==> src/rtl/ex_mem_pipe_reg_pkg.sv <==
// ---------------------------------------------------------------------------
// ex_mem_pipe_reg_pkg
//   Shared definitions for the EX->MEM pipeline register:
//   - pipe_state_e : occupancy state of the skid buffer (EMPTY / MAIN / BOTH)
//   - entry_width(): width of one packed entry {addr, read_mem, write_mem, quarter}
//   - ADDR_W_DEF/RDM_W_DEF/QTR_W_DEF/ENTRY_W : default field widths
// ---------------------------------------------------------------------------
package ex_mem_pipe_reg_pkg;

    typedef enum logic [1:0] {
        ST_EMPTY = 2'd0,
        ST_MAIN  = 2'd1,
        ST_BOTH  = 2'd2
    } pipe_state_e;

    localparam int ADDR_W_DEF = 16;
    localparam int RDM_W_DEF  = 2;
    localparam int QTR_W_DEF  = 2;

    // One entry = address + read mode + write enable (1 bit) + quarter select.
    function automatic int entry_width(input int addr_w, input int rdm_w, input int qtr_w);
        return addr_w + rdm_w + 1 + qtr_w;
    endfunction

    localparam int ENTRY_W = entry_width(ADDR_W_DEF, RDM_W_DEF, QTR_W_DEF);

endpackage

==> src/rtl/pipe_skid_buf.sv <==
// ---------------------------------------------------------------------------
// pipe_skid_buf
//   Generic W-wide valid/ready pipeline register with an optional one-entry
//   skid buffer and a synchronous flush.
//   Ports:
//     clk, rst_n           clock, asynchronous active-low reset
//     flush                drop every held entry (wins over accept)
//     in_valid/in_ready    upstream handshake
//     in_data [W-1:0]      upstream entry
//     out_valid/out_ready  downstream handshake
//     out_data [W-1:0]     downstream entry (the main register)
//   SKID=1: in_ready comes straight from a flop, so there is no combinational
//           path from out_ready to in_ready; the skid slot absorbs the one
//           entry that arrives while the consumer stalls.
//   SKID=0: single register, in_ready = empty | out_ready.
// ---------------------------------------------------------------------------
module pipe_skid_buf
    import ex_mem_pipe_reg_pkg::*;
#(
    parameter int W    = 8,
    parameter int SKID = 1
) (
    input  logic         clk,
    input  logic         rst_n,
    input  logic         flush,
    input  logic         in_valid,
    output logic         in_ready,
    input  logic [W-1:0] in_data,
    output logic         out_valid,
    input  logic         out_ready,
    output logic [W-1:0] out_data
);

    pipe_state_e  state_q, state_d;
    logic [W-1:0] main_q, main_d;
    logic [W-1:0] skid_q, skid_d;
    logic         in_ready_q, in_ready_d;
    logic         accept, consume;

    assign out_valid = (state_q != ST_EMPTY);
    assign out_data  = main_q;
    assign accept    = in_valid & in_ready;
    assign consume   = out_valid & out_ready;

    generate
        if (SKID != 0) begin : g_skid
            assign in_ready = in_ready_q;
        end else begin : g_noskid
            assign in_ready = (state_q == ST_EMPTY) | out_ready;
        end
    endgenerate

    always_comb begin
        state_d = state_q;
        main_d  = main_q;
        skid_d  = skid_q;

        case (state_q)
            ST_EMPTY: begin
                if (accept) begin
                    main_d  = in_data;
                    state_d = ST_MAIN;
                end
            end
            ST_MAIN: begin
                if (accept && consume) begin
                    main_d = in_data;
                end else if (accept && (SKID != 0)) begin
                    // Consumer stalled: park the newcomer behind the held entry.
                    skid_d  = in_data;
                    state_d = ST_BOTH;
                end else if (consume) begin
                    state_d = ST_EMPTY;
                end
            end
            ST_BOTH: begin
                if (consume) begin
                    main_d  = skid_q;
                    state_d = ST_MAIN;
                end
            end
            default: state_d = ST_EMPTY;
        endcase

        if (flush) begin
            state_d = ST_EMPTY;
        end

        // Registered ready: we can take data next cycle unless both slots fill.
        in_ready_d = (state_d != ST_BOTH);
    end

    always_ff @(posedge clk or negedge rst_n) begin
        if (!rst_n) begin
            state_q    <= ST_EMPTY;
            main_q     <= '0;
            skid_q     <= '0;
            in_ready_q <= 1'b1;
        end else begin
            state_q    <= state_d;
            main_q     <= main_d;
            skid_q     <= skid_d;
            in_ready_q <= in_ready_d;
        end
    end

endmodule

==> src/rtl/ex_mem_pipe_reg.sv <==
// ---------------------------------------------------------------------------
// ex_mem_pipe_reg
//   EX->MEM pipeline register for the data-RAM request (address, read mode,
//   write enable, quarter select) with valid/ready handshake, skid buffer,
//   flush and a saturating stall counter.
//   Ports:
//     clk, rst_n                    clock, asynchronous active-low reset
//     flush                         synchronous kill of all held entries
//     in_valid/in_ready             EX-side handshake
//     in_addr/in_read_mem/
//     in_write_mem/in_quarter       request fields from EX
//     out_valid/out_ready           MEM-side handshake
//     out_addr/out_read_mem/
//     out_write_mem/out_quarter     registered request; read/write gated to 0
//                                   whenever out_valid=0
//     stall_cnt                     saturating count of out_valid & !out_ready
// ---------------------------------------------------------------------------
module ex_mem_pipe_reg
    import ex_mem_pipe_reg_pkg::*;
#(
    parameter int ADDR_W = 16,
    parameter int RDM_W  = 2,
    parameter int QTR_W  = 2,
    parameter int SKID   = 1,
    parameter int CNT_W  = 16
) (
    input  logic              clk,
    input  logic              rst_n,
    input  logic              flush,
    input  logic              in_valid,
    output logic              in_ready,
    input  logic [ADDR_W-1:0] in_addr,
    input  logic [RDM_W-1:0]  in_read_mem,
    input  logic              in_write_mem,
    input  logic [QTR_W-1:0]  in_quarter,
    output logic              out_valid,
    input  logic              out_ready,
    output logic [ADDR_W-1:0] out_addr,
    output logic [RDM_W-1:0]  out_read_mem,
    output logic              out_write_mem,
    output logic [QTR_W-1:0]  out_quarter,
    output logic [CNT_W-1:0]  stall_cnt
);

    localparam int EW = entry_width(ADDR_W, RDM_W, QTR_W);

    logic [EW-1:0]     in_entry, out_entry;
    logic [ADDR_W-1:0] f_addr;
    logic [RDM_W-1:0]  f_read_mem;
    logic              f_write_mem;
    logic [QTR_W-1:0]  f_quarter;
    logic [CNT_W-1:0]  stall_cnt_q, stall_cnt_d;

    function automatic logic [CNT_W-1:0] sat_inc(input logic [CNT_W-1:0] v);
        return (&v) ? v : v + 1'b1;
    endfunction

    assign in_entry = {in_addr, in_read_mem, in_write_mem, in_quarter};

    pipe_skid_buf #(
        .W    (EW),
        .SKID (SKID)
    ) u_buf (
        .clk       (clk),
        .rst_n     (rst_n),
        .flush     (flush),
        .in_valid  (in_valid),
        .in_ready  (in_ready),
        .in_data   (in_entry),
        .out_valid (out_valid),
        .out_ready (out_ready),
        .out_data  (out_entry)
    );

    assign {f_addr, f_read_mem, f_write_mem, f_quarter} = out_entry;

    // Bubbles must never reach the RAM as an access; address/quarter just hold.
    assign out_addr      = f_addr;
    assign out_quarter   = f_quarter;
    assign out_read_mem  = out_valid ? f_read_mem : '0;
    assign out_write_mem = out_valid & f_write_mem;

    always_comb begin
        stall_cnt_d = stall_cnt_q;
        if (out_valid && !out_ready) begin
            stall_cnt_d = sat_inc(stall_cnt_q);
        end
    end

    always_ff @(posedge clk or negedge rst_n) begin
        if (!rst_n) begin
            stall_cnt_q <= '0;
        end else begin
            stall_cnt_q <= stall_cnt_d;
        end
    end

    assign stall_cnt = stall_cnt_q;

endmodule
==> config.mk <==
export PLATFORM = sky130hd
export DESIGN_NAME = ex_mem_pipe_reg
export DESIGN_NICKNAME = d
export VERILOG_FILES = /design/src/rtl/ex_mem_pipe_reg_pkg.sv /design/src/rtl/pipe_skid_buf.sv /design/src/rtl/ex_mem_pipe_reg.sv
export SDC_FILE = /design/constraint.sdc
export NUM_CORES = 1
export LEC_CHECK = 0
export BUFFER_PORTS_ARGS = -buffer_cell sky130_fd_sc_hd__buf_2
export CORE_ASPECT_RATIO = 0.7
export CORE_UTILIZATION = 25
export DETAILED_ROUTE_END_ITERATION = 16
export HOLD_SLACK_MARGIN = 0.03
export PLACE_DENSITY = 0.42
export SETUP_SLACK_MARGIN = 0.3
export SLEW_MARGIN = 20
export SYNTH_ARGS = -nofsm -noshare
export SYNTH_HDL_FRONTEND = slang
export SYNTH_SLANG_ARGS = --single-unit
==> constraint.sdc <==
create_clock -name clk -period 1.85 [get_ports clk]
set_input_delay 0.4625 -clock clk [delete_from_list [all_inputs] [get_ports clk]]
set_output_delay 0.4625 -clock clk [all_outputs]
set_load 0.01 [all_outputs]
-- After elaboration in Yosys (flattened, before gate mapping)
Index checks and enable logic that the tools add are counted.
- register bits: 61
- output and inout port bits: 39
- add/subtract/negate cells: 1
- equal/unequal tests: 6
- muxes and demuxes: 12
- bitwise gates (word level): 5
- reductions and logical operators: 10
- operators by type and width (kind ; count):
    21-bit two-way mux ; 3
    21-bit one-hot mux with 3 select lines ; 1
    16-bit by 1-bit adder with 16-bit output, second input constant ; 1
    16-bit AND reduction ; 1
    2-bit two-way mux ; 7
    2-bit by 1-bit inequality test with 1-bit output, second input constant ; 3
    2-bit one-hot mux with 3 select lines ; 1
    4-bit AND reduction ; 1
    1-bit bitwise AND ; 3
    3-bit AND reduction ; 1
    3-bit nonzero test ; 1
    2-bit by 1-bit equality test with 1-bit output, second input constant ; 1
    2-bit equality test, second input constant ; 1
    1-bit logical AND ; 2
    2-bit logical NOT ; 1
    2-bit inequality test, second input constant ; 1
    1-bit NOT ; 2
    2-bit AND reduction ; 1
    2-bit nonzero test ; 1
    1-bit logical NOT ; 1

-- Longest topological paths before layout
- depth after elaboration: 8
- mapped depth: 7

-- Modules after synthesis
From an unflattened synthesis, not the netlist that was laid out.
- cells, all modules: 204
- area total of the unflattened synthesis: 2720.1 um^2
- modules (own cells, without submodules) (module ; times used ; cells an instance ; area an instance (um^2) ; sequential area each (um^2)):
    pipe_skid_buf ; 1 ; 133 ; 1923.1 ; 1127.3
    ex_mem_pipe_reg ; 1 ; 71 ; 797.0 ; 400.4

-- Least setup slack after synthesis
No wires, ideal clock.
- path type: reg-to-reg
- start: register stall_cnt_q[0] (netlist: stall_cnt[0])
- end: register stall_cnt_q[12] (netlist: stall_cnt[12])
- setup time: 0.125 ns
- arrival: 1.714 ns
- data required time: 1.725 ns
- path slack: 0.011 ns
- stages on the path, launching flop included: 6
- buffers on the path: 0
- cell sequence: dfrtp_1 > ha_1 > nand4_2 > or3_1 > nor3_1 > mux2_2
- longest elaborated chain between the ends: 3
- elaborated cells between the ends (all ways): 4
- those cells by class: 1 x add/sub; 1 x bitwise; 2 x reduce/logical
- ends and longest elaborated chain (what ; line ; source):
    start: declaration ; ex_mem_pipe_reg.sv:52 ; logic [CNT_W-1:0] stall_cnt_q, stall_cnt_d;
    start signal: assignment ; ex_mem_pipe_reg.sv:94 ; stall_cnt_q <= stall_cnt_d;
    branches (longest 3 deep; another with 16-bit by 1-bit adder with 16-bit output) ; -- ;
Several ways; the timed one is not identified.
A chain may end at the register's enable or synchronous reset.

-- Worst setup path in the final report
Ends and elaborated chain as after synthesis.

==> metrics <==
top cells by count, synth=dfrtp_1 (60), mux2_2 (23), nor2_1 (23), mux2i_1 (22), a21oi_1 (21); actual slew at the worst max-slew pin=0.3852 ns; most frequent cell after synthesis=dfrtp_1; DRC errors left=0; cell with the largest stage delay on the worst path=or3_4; Synthesis Warnings=0; drt total wl=roughly 7200 um; iteration-0 DRC count of the detailed router=97; sequential-to-total area share from yosys stat=0.5261; Critical Path AT=1.91 ns; total gr overflow=0; largest net degree at the start of global routing=62; hold slack=0.1303 ns; Vias=2059; Post-synth EDFFs=0; fin. max-slew vios=0; Die Span Y=92.18 um; CP Capture Type=register; Critical Path RT=2.06 ns; post-synthesis async set-or-reset flop share=1.000; Finished Layout Cells=480; CTS sink cnt=a little over 60; slowest stage delay, CP=around 0.45 ns; die area=12060 um^2; Slew headroom=0.7413; Yosys reg bits=61; initial antenna violation count=0; CTS Root Cell=clkbuf_16; RSZ-0062 raised after global routing=yes; ys flop type=dfrtp_1; clock buffer depth=2; Final TNS setup=0 ns; All-Layer GR Usage=0.1253; DIE WIDTH=130.8 um; H-tree depth=3; Inserted Clock Buffers=9; Antenna Nets Post-Route=0; post-layout net count=about 350; synthesized instance count=about 250; Netlist Area Pre-Place=2904 um^2; first-pass GRT wire length=11210 um; share of cells above drive strength 1=0.6239; worst-path cell chain=ha_4 > nand4_4 > or3_4 > nor3_4 > mux2_4; final setup vio count=0; placed cells=449; top post-synthesis cells by area=dfrtp_1 (52%), mux2_2 (8.9%), mux2i_1 (7.6%), buf_4 (4.7%), a21oi_1 (3.6%); FP Rows=32; synth unique cells=between 40 and 50; max_cap viols=0; Final Util=0.3881; Layout area overhead=49.29%; # diodes=0; drt wl/cell=15.09 um; area of the multi-input gates=1579 um^2; DPL Wire Length=4226 um; Setup Crit Path Kind=reg -> reg; Hold Vio Cnt, Final=0; CTS tree=yes; drt pass-1 iters=4; peak fanout along the critical path=3; initial core utilization=0.2600; syn_area_per_cell=11.66 um^2; number of global-route vias before repair=2127; hold crit path type=in -> async; Tmin final=around 1.7 ns; io pins=65; power density cells=1088 nW/um^2; Synthesized Nets=276; cell taking the most area after synthesis=dfrtp_1; Core ar.=11170 um^2; Max VDD drop=about 500 uV; type of origin of the critical path=register; P_leak=1.930 nW; drt via density=4.290; Yosys top cell area share=0.5170; maximum clock rate=0.5888 GHz; Port Buffer Count=64; fillers=about 1100; outcome=finished, final reports clean; Reg area=1538 um^2; clk_skew=0.004997 ns; final worst-path cycle share=0.9180; clk_lat worst skew=around 0.32 ns; RD Place Congestion=0.6949; Worst-path clk slew=~0.050 ns
worst max-delay path: cells and delay by family (launching register included):
family / cells / cell delay (ns)
AND/OR/NAND/NOR: 3 / 0.72
adder cells (fa/ha/maj): 1 / 0.15
multiplexers: 1 / 0.32
flip-flops: 1 / 0.39
through the flow:
stage | total power [mW] | cell area [um^2] | setup WS (ns)
detailed placement | 2.711 | 3421 | 0.1096
finish | 4.717 | 4335 | 0.1518
CTS | 4.589 | 3981 | 0.1339
global route | 5.003 | 4335 | 0.06547
floorplan | 2.439 | 2955 | 0.2261
global placement | 2.693 | 3421 | 0.1367
final timing paths:
path / from / end / slack, ns / cells after the start
setup / recovery: stall_cnt[0] / stall_cnt[12] / 0.15 / 5
hold reg to reg: u_buf.skid_q[1] / u_buf.skid_q[1] / 0.50 / 1
hold / removal: rst_n / u_buf.skid_q[7] / 0.13 / 2
min in group clk: flush / u_buf.state_q[0] / 0.32 / 2
max in group asynchronous: rst_n / u_buf.in_ready / 1.38 / 2
setup reg to reg: stall_cnt[0] / stall_cnt[12] / 0.15 / 5
sequential cells by signal (all words and copies together), names as in the netlist:
| name | count |
|---|---|
| u_buf.skid_q | 21 |
| u_buf.out_data | 21 |
| u_buf.state_q | 2 |
| stall_cnt | 16 |
| u_buf.in_ready | 1 |
power by group:
group	internal [mW]	total [mW]	switching [mW]
combinational	0.589	1.09	0.498
clock	1.15	1.72	0.573
sequential	1.64	1.91	0.261
area by class of cell:
class | instances | area share
clock buffer | 13 | 0.06234
clock inverter | 3 | 0.009812
inverter | 3 | 0.002597
multi-input combinational | 154 | 0.3642
sequential | 61 | 0.3547
tap | 153 | 0.04416
timing repair buffer | 93 | 0.1622
placed cells by master (no fill, tap or decap), types with 2 or more instances in the layout:
| cell type | instances |
|---|---|
| buf_2 | 64 |
| dfrtp_1 | 52 |
| mux2i_1 | 22 |
| mux2_2 | 22 |
| nor2_4 | 18 |
| a21oi_2 | 18 |
| buf_4 | 13 |
| xor2_1 | 12 |
| clkbuf_16 | 12 |
| dfrtp_2 | 8 |
| nand2_1 | 7 |
| nor4_4 | 7 |
| buf_6 | 6 |
| buf_12 | 5 |
| nor2_2 | 4 |
| nand3_1 | 4 |
| nor3_4 | 4 |
| a21oi_1 | 3 |
| clkbuf_8 | 3 |
| inv_1 | 2 |
| and2b_1 | 2 |
| nor2_1 | 2 |
| nand3_2 | 2 |
| nand4_1 | 2 |
| xnor2_1 | 2 |
| nor3b_2 | 2 |
metal layers:
layer / wire, um / up-vias / share of wire / GRT usage
li1: - / 997 / - / -
met1: 3572 / 1011 / 0.49 / 0.1671
met2: 3289 / 42 / 0.45 / 0.1856
met3: 305 / 9 / 0.042 / 0.04667
met4: 75 / 0 / 0.010 / 0.04023
met5: 0 / - / 0 / 0
cell families (layout without fill, tap and decap cells):
kind of cell	after synthesis	count (layout)	synth area share
simple gates	69	69	0.1374
buf+inv	34	112	0.07583
flops	61	61	0.5261
fa+ha+maj	1	1	0.004308
mux	45	45	0.1650
xor+xnor	14	14	0.04222
compound gates	25	25	0.04912
what timing repair did:
action | in CTS | in global routing
endpoints found under the setup margin | 51 | 63
gates cloned | 1 | 4
resized for setup | 31 | 69
pin swaps | 10 | 6
setup buffers | 8 | 2
hold buffers | 0 | 0
(Power assumes the default switching activity.)
